===== src/rtl/iomem_timer.sv =====
// Prescaled timer/compare peripheral on the PicoSoC iomem bus: sticky match
// flag, level interrupt, one-shot or auto-reload operation.
module iomem_timer #(
    parameter logic [7:0]  BASE_ADDR  = 8'h04,
    parameter int unsigned PRESCALE_W = 16
) (
    input  logic        clk,
    input  logic        reset,
    input  logic        iomem_valid,
    output logic        iomem_ready,
    input  logic [3:0]  iomem_wstrb,
    input  logic [31:0] iomem_addr,
    input  logic [31:0] iomem_wdata,
    output logic [31:0] iomem_rdata,
    output logic        irq
);

    localparam int unsigned DATA_W    = 32;
    localparam int unsigned CTRL_W    = 3;
    localparam int unsigned CTRL_EN   = 0;
    localparam int unsigned CTRL_AUTO = 1;
    localparam int unsigned CTRL_IRQ  = 2;

    localparam logic [7:0] OFF_CTRL     = 8'h00;
    localparam logic [7:0] OFF_PRESCALE = 8'h04;
    localparam logic [7:0] OFF_COUNT    = 8'h08;
    localparam logic [7:0] OFF_COMPARE  = 8'h0C;
    localparam logic [7:0] OFF_STATUS   = 8'h10;

    logic [CTRL_W-1:0]     ctrl_q, ctrl_d;
    logic [PRESCALE_W-1:0] prescale_q, prescale_d;
    logic [PRESCALE_W-1:0] pcnt_q, pcnt_d;
    logic [DATA_W-1:0]     count_q, count_d;
    logic [DATA_W-1:0]     compare_q, compare_d;
    logic                  match_q, match_d;
    logic [DATA_W-1:0]     rdata_d;
    logic                  irq_d;

    logic       accept;
    logic       wr_en;
    logic       tick;
    logic       hit;
    logic       status_clr;
    logic [7:0] reg_sel;
    logic       unused_addr;

    // Byte-lane write merge: lanes without a strobe keep their old value.
    function automatic logic [DATA_W-1:0] lane_merge(
        input logic [DATA_W-1:0] old_val,
        input logic [DATA_W-1:0] new_val,
        input logic [3:0]        strb
    );
        logic [DATA_W-1:0] res;
        res = old_val;
        for (int i = 0; i < 4; i++) begin
            if (strb[i]) begin
                res[i*8 +: 8] = new_val[i*8 +: 8];
            end
        end
        return res;
    endfunction

    assign reg_sel     = iomem_addr[7:0];
    assign unused_addr = ^iomem_addr[23:8];
    assign accept      = iomem_valid && !iomem_ready && (iomem_addr[31:24] == BASE_ADDR);
    assign wr_en       = accept && (iomem_wstrb != 4'b0000);
    assign tick        = ctrl_q[CTRL_EN] && (pcnt_q == prescale_q);
    assign hit         = tick && (count_q == compare_q);
    assign status_clr  = wr_en && (reg_sel == OFF_STATUS) && iomem_wstrb[0] && iomem_wdata[0];

    // Next-state: prescaler/tick update first, then bus writes override.
    always_comb begin
        ctrl_d     = ctrl_q;
        prescale_d = prescale_q;
        pcnt_d     = '0;
        count_d    = count_q;
        compare_d  = compare_q;
        match_d    = match_q;
        rdata_d    = '0;
        irq_d      = 1'b0;

        if (ctrl_q[CTRL_EN] && !tick) begin
            pcnt_d = pcnt_q + PRESCALE_W'(1);
        end

        if (status_clr) begin
            match_d = 1'b0;
        end

        // A set in the same cycle as a clear wins because it is applied last.
        if (tick) begin
            if (hit) begin
                match_d = 1'b1;
                if (ctrl_q[CTRL_AUTO]) begin
                    count_d = '0;
                end else begin
                    ctrl_d[CTRL_EN] = 1'b0;
                end
            end else begin
                count_d = count_q + DATA_W'(1);
            end
        end

        if (wr_en) begin
            case (reg_sel)
                OFF_CTRL: begin
                    ctrl_d = CTRL_W'(lane_merge(DATA_W'(ctrl_d), iomem_wdata, iomem_wstrb));
                    pcnt_d = '0;
                end
                OFF_PRESCALE: begin
                    prescale_d = PRESCALE_W'(lane_merge(DATA_W'(prescale_q), iomem_wdata, iomem_wstrb));
                    pcnt_d     = '0;
                end
                OFF_COUNT: begin
                    count_d = lane_merge(count_q, iomem_wdata, iomem_wstrb);
                    pcnt_d  = '0;
                end
                OFF_COMPARE: begin
                    compare_d = lane_merge(compare_q, iomem_wdata, iomem_wstrb);
                end
                default: begin
                end
            endcase
        end

        // Read data reflects the pre-update register state of the accept cycle.
        if (accept) begin
            case (reg_sel)
                OFF_CTRL:     rdata_d = DATA_W'(ctrl_q);
                OFF_PRESCALE: rdata_d = DATA_W'(prescale_q);
                OFF_COUNT:    rdata_d = count_q;
                OFF_COMPARE:  rdata_d = compare_q;
                OFF_STATUS:   rdata_d = DATA_W'(match_q);
                default:      rdata_d = '0;
            endcase
        end

        irq_d = match_d && ctrl_d[CTRL_IRQ];
    end

    always_ff @(posedge clk) begin
        if (reset) begin
            ctrl_q      <= '0;
            prescale_q  <= '0;
            pcnt_q      <= '0;
            count_q     <= '0;
            compare_q   <= '0;
            match_q     <= 1'b0;
            iomem_ready <= 1'b0;
            iomem_rdata <= '0;
            irq         <= 1'b0;
        end else begin
            ctrl_q      <= ctrl_d;
            prescale_q  <= prescale_d;
            pcnt_q      <= pcnt_d;
            count_q     <= count_d;
            compare_q   <= compare_d;
            match_q     <= match_d;
            iomem_ready <= accept;
            iomem_rdata <= rdata_d;
            irq         <= irq_d;
        end
    end

endmodule

===== config.mk =====
export PLATFORM = sky130hd
export DESIGN_NAME = iomem_timer
export DESIGN_NICKNAME = d
export VERILOG_FILES = /design/src/rtl/iomem_timer.sv
export SDC_FILE = /design/constraint.sdc
export NUM_CORES = 1
export LEC_CHECK = 0
export BUFFER_PORTS_ARGS = -buffer_cell sky130_fd_sc_hd__buf_2
export CAP_MARGIN = 20
export CORE_ASPECT_RATIO = 0.8
export CORE_MARGIN = 2
export CORE_UTILIZATION = 40
export CTS_BUF_LIST = sky130_fd_sc_hd__clkbuf_8
export CTS_CLUSTER_DIAMETER = 150
export DETAILED_ROUTE_END_ITERATION = 10
export GPL_TIMING_DRIVEN = 0
export PLACE_DENSITY = 0.63
export SYNTH_ARGS = -nofsm -noshare
export SYNTH_HDL_FRONTEND = slang
export SYNTH_SLANG_ARGS = --single-unit

===== constraint.sdc =====
create_clock -name clk -period 5.3 [get_ports clk]
set_input_delay 0.53 -clock clk [delete_from_list [all_inputs] [get_ports clk]]
set_output_delay 0.53 -clock clk [all_outputs]
set_load 0.05 [all_outputs]

; ---- After elaboration in Yosys (flattened, before gate mapping)
; Index checks and enable logic that the tools add are counted.
[op_classes]
bitwise = 1
mux = 22
n_reduce_logical = 23
n_eq_ne = 11
addsub = 2
[ops]
columns = cell, count
row1 = $mux 32, 5
row2 = $pmux 32 s5, 1
row3 = $mux 16, 3
row4 = $add 32x1->32 const B, 1
row5 = $eq 32x32->1, 1
row6 = $mux 8, 4
row7 = $reduce_and 3->1, 7
row8 = $add 16x1->16 const B, 1
row9 = $eq 16x16->1, 1
row10 = $eq 8x3->1 const B, 2
row11 = $eq 8x4->1 const B, 2
row12 = $ne 3x3->1 const B, 4
row13 = $logic_and 1x1->1, 10
row14 = $mux 3, 3
row15 = $eq 8x5->1 const B, 1
row16 = $logic_not 8->1, 1
row17 = $mux 1, 6
row18 = $reduce_bool 4->1, 1
row19 = $reduce_or 3->1, 1
row20 = $logic_not 1->1, 2
row21 = $reduce_or 2->1, 1
row22 = $not 1->1, 1
[word_totals]
regBits = 134

; ---- Longest topological paths before layout
[depth]
ltp_word = 11
depth_mapped = 9
depth_no_buf = 8

; ---- Worst setup path after synthesis
; No wires, ideal clock.
[synth_timing]
kind = input to register
from = in iomem_addr[0]
to = reg compare_q[10]
slack_ns = 3.025
t_arrival_ns = 2.143
stages = 9
setup_time_ns = 0.132
required_time_ns = 5.168
path_cell_list = or4_4 > nor3_4 > and3_1 > buf_4 > and2_1 > buf_6 > nand2_1 > nand2_1 > a21oi_1
[synth_via]
elab_chain_cells = 2
[synth_rtl]
columns = item, line
row1 = from (decl), 12  ; input logic [31:0] iomem_addr,
row2 = $eq 8x4->1, 105  ; case (reg_sel)
row3 = $reduce_and 3->1 (no line), -
row4 = to (signal assigned), 157  ; compare_q <= compare_d;
row5 = to (decl), 34  ; logic [DATA_W-1:0] compare_q, compare_d;
; Every way passes these cells.
; A chain may end at the register's enable or synchronous reset.

; ---- Worst setup path in the final report
[layout_timing]
from = reg pcnt_q[7]
to = reg count_q[20]
[layout_via]
elab_chain_cells = 7
[layout_rtl]
columns = item, line
row1 = from (decl), 32  ; logic [PRESCALE_W-1:0] pcnt_q, pcnt_d;
row2 = from (signal assigned), 155  ; pcnt_q <= pcnt_d;
row3 = $eq 16x16->1 (*), 67  ; assign tick = ctrl_q[CTRL_EN] && (pcnt_q == prescale_q);
row4 = $logic_and 1x1->1 (*), 67
row5 = $logic_and 1x1->1, 68  ; assign hit = tick && (count_q == compare_q);
row6 = $mux 32, 92  ; if (hit) begin
row7 = $mux 32 (*), 91  ; if (tick) begin
row8 = $mux 32, 105
row9 = $mux 32 (*), 104  ; if (wr_en) begin
row10 = to (signal assigned), 156  ; count_q <= count_d;
row11 = to (decl), 33  ; logic [DATA_W-1:0] count_q, count_d;
; Mark *: on every way between the ends. The rest lies on a longest branch, timed or not.

==> results.toml <==
[status]
status = "finished, final reports clean"

[die]
dieArea_um2 = 18600
die_y_um = 122
coreArea_um2 = 17300
io_pins = 105
fp-row-count = 43
die_w_um = 152
start_util = 0.406

[routing]
drt_iter0_drc = 711
routed_wl_um = 23500
first_pass_iters = 5
viasPerCell = 5.80
ant_nets = 0
wl_per_cell_um = 19.7
drc = 0
dr_total_vias = 6942

[clock_network]
cts_hold_buf = 0
cts.sinks = 134
cts_htree_levels = 4
insertion_delay_ns = 0.48
clock_path_buffers = 2
root_buffer = "clkbuf_8"
clk_pin_slew_ns = 0.08
cts_buffers = 17
cts_tree = "built"
post_cts_resized = 0
post_cts_buffers = 0

[yosys]
syn_nets = 926
synth_edf_count = 0
synth_top_family_by_area = "simple AND/OR/NAND/NOR gates"
synthCells = 853
synth_xor_area_frac = 0.0786
synth-compound-area-share = 0.145
ys_top_cells_by_area = "dfxtp_1, xor2_1, nor2_1"
synth.distinct_cells = 61
yosys.area.top_type_share = 0.383
yosysWarnings = 0
ys_seq_area_frac = 0.383
synthAdderAreaFrac = 0.00357
syn-cell-area_um2 = 7010
synthMuxAreaShare = 0.0705
synth-simple-area-share = 0.265
syn_avg_cell_area_um2 = 8.21
ys_seq_elements = 134
synthArstFlopShare = 0
synthFlopType = "dfxtp_1"
synth_top_area_cell = "dfxtp_1"

[finish]
syn2layout_area_growth_pct = 16.8
finalNetCount = 1032
layout_commonest_cell = "dfxtp_1"
stdcell_count = 1197
final_cell_mix = "dfxtp_1, buf_2, nor2_1"
final_core_util = 0.474
n_antenna_cell = 0
drive_above_1_share = 0.193

[placement]
pre_cts_ws_ns = 2.40
dp_hpwl_um = 17800
io_buffer_count = 87
placed_cells = 1165
place_congestion = 0.984

[timing]
hold_ws_ns = 0.312
slew_viol_final = 0
fin_ws_ns = 2.24
worst_pin_slew_ns = 0.759
fin_tns_setup_ns = 0
setup_viol = 0
clock_skew_ns = 0.0112
min_period_over_period = 0.578
rsz0062_at_grt = "false"
period_needed_ns = 3.06
slew_headroom = 0.489
fmax_mhz = 326
final_hold_viol_count = 0

[grt]
grt_usage = 0.255
grt_pass1_wl_um = 36400
grt_pass1_vias = 6266
grt_max_degree = 17
antenna_found_initial = 0
grt-ovfl-total = 0

[critical_path]
path_max_fanout = 10
crit_required_ns = 5.63
worstSetupPathType = "register to register"
worstSetupEndpointType = "register"
crit_arrival_ns = 3.39
worstSetupStartpointType = "register"

[worst_hold_path]
hold_path_class = "input port to register"

[pwr]
ir_drop_v = 0.000140
leakage_nw = 3.33
power_density_nw_per_um2 = 263

[flow_run]
maxCapViolations = 0
-- synth_stat cells (4+ instances only) --
master / number
dfxtp_1: 134
nor2_1: 108
nand2_1: 81
nand3_1: 59
xor2_1: 56
a21oi_1: 48
a22oi_1: 36
buf_2: 30
mux2i_1: 28
nor3_1: 23
nand4_1: 22
and3_1: 21
clkbuf_1: 21
o21ai_0: 21
nor4_1: 18
mux2_2: 15
a31oi_1: 14
inv_1: 14
and2_1: 6
and4_1: 5
nor2b_1: 5
nor4b_1: 5
o31ai_1: 5
xnor2_1: 5
a32oi_1: 4
buf_1: 4
buf_6: 4
clkbuf_2: 4
o22ai_1: 4
o41ai_1: 4
or3_1: 4
-- cell type report --
type | instances | area, µm²
multi-input cells | 640 | 3950
repair buffers | 87 | 435
plain buffers | 65 | 324
clock inverters | 15 | 226
fillers | 1777 | 9090
flip-flops and latches | 134 | 2680
inverters | 14 | 52.6
clock buffers | 17 | 234
well taps | 225 | 282
-- power breakdown --
group | switching [mW] | internal, mW | leakage (nW) | total, mW
sequential | 0.00237 | 1.01 | 1.08 | 1.01
clock | 0.445 | 0.563 | 0.228 | 1.01
combinational | 0.0952 | 0.0408 | 2.02 | 0.136
-- cells by family after synthesis --
| family | after synthesis |
|---|---|
| buf+inv | 79 |
| flops | 134 |
| simple gates | 375 |
| compound gates | 156 |
| xor+xnor | 62 |
| mux | 45 |
| fa+ha+maj | 2 |
-- critical path, cell delays in order (launching register included) --
cell and delay [ns]:
dfxtp_1 0.44, xor2_1 0.12, nor4_1 0.60, nand4_1 0.36, a311oi_2 0.49, nand2_1 0.31, buf_2 0.30, a22oi_1 0.19
o22ai_1 0.10
-- sequential cells by signal (all words and copies together) (netlist names) --
signal and cells:
compare_q 32, count_q 32, iomem_rdata 32, pcnt_q 16, prescale_q 16, ctrl_q 3, iomem_ready 1, irq 1
match_q 1
-- path summary, 6_finish.rpt --
kind / startpoint / end / slack, ns / cells past startpoint
max: pcnt_q[7] / count_q[20] / 2.24 / 8
min: iomem_wdata[30] / compare_q[30] / 0.31 / 3
max reg2reg: pcnt_q[7] / count_q[20] / 2.24 / 8
min reg2reg: compare_q[20] / compare_q[20] / 0.49 / 2
-- layer usage --
layer,share of wire,global-route usage,vias to the layer above
met5,0,0,-
met4,0.016,0.0701,0
met3,0.10,0.0759,32
met2,0.39,0.353,339
met1,0.48,0.381,3302
li1,-,-,3269
-- stage by stage --
step                total power [mW]  instance area, µm²
floorplan                       1.10                7010
global placement                1.16                7720
detailed placement              1.16                7720
CTS                             2.16                8180
global route                    2.22                8180
finish                          2.15                8180
Power figures use the tool's default switching activity.
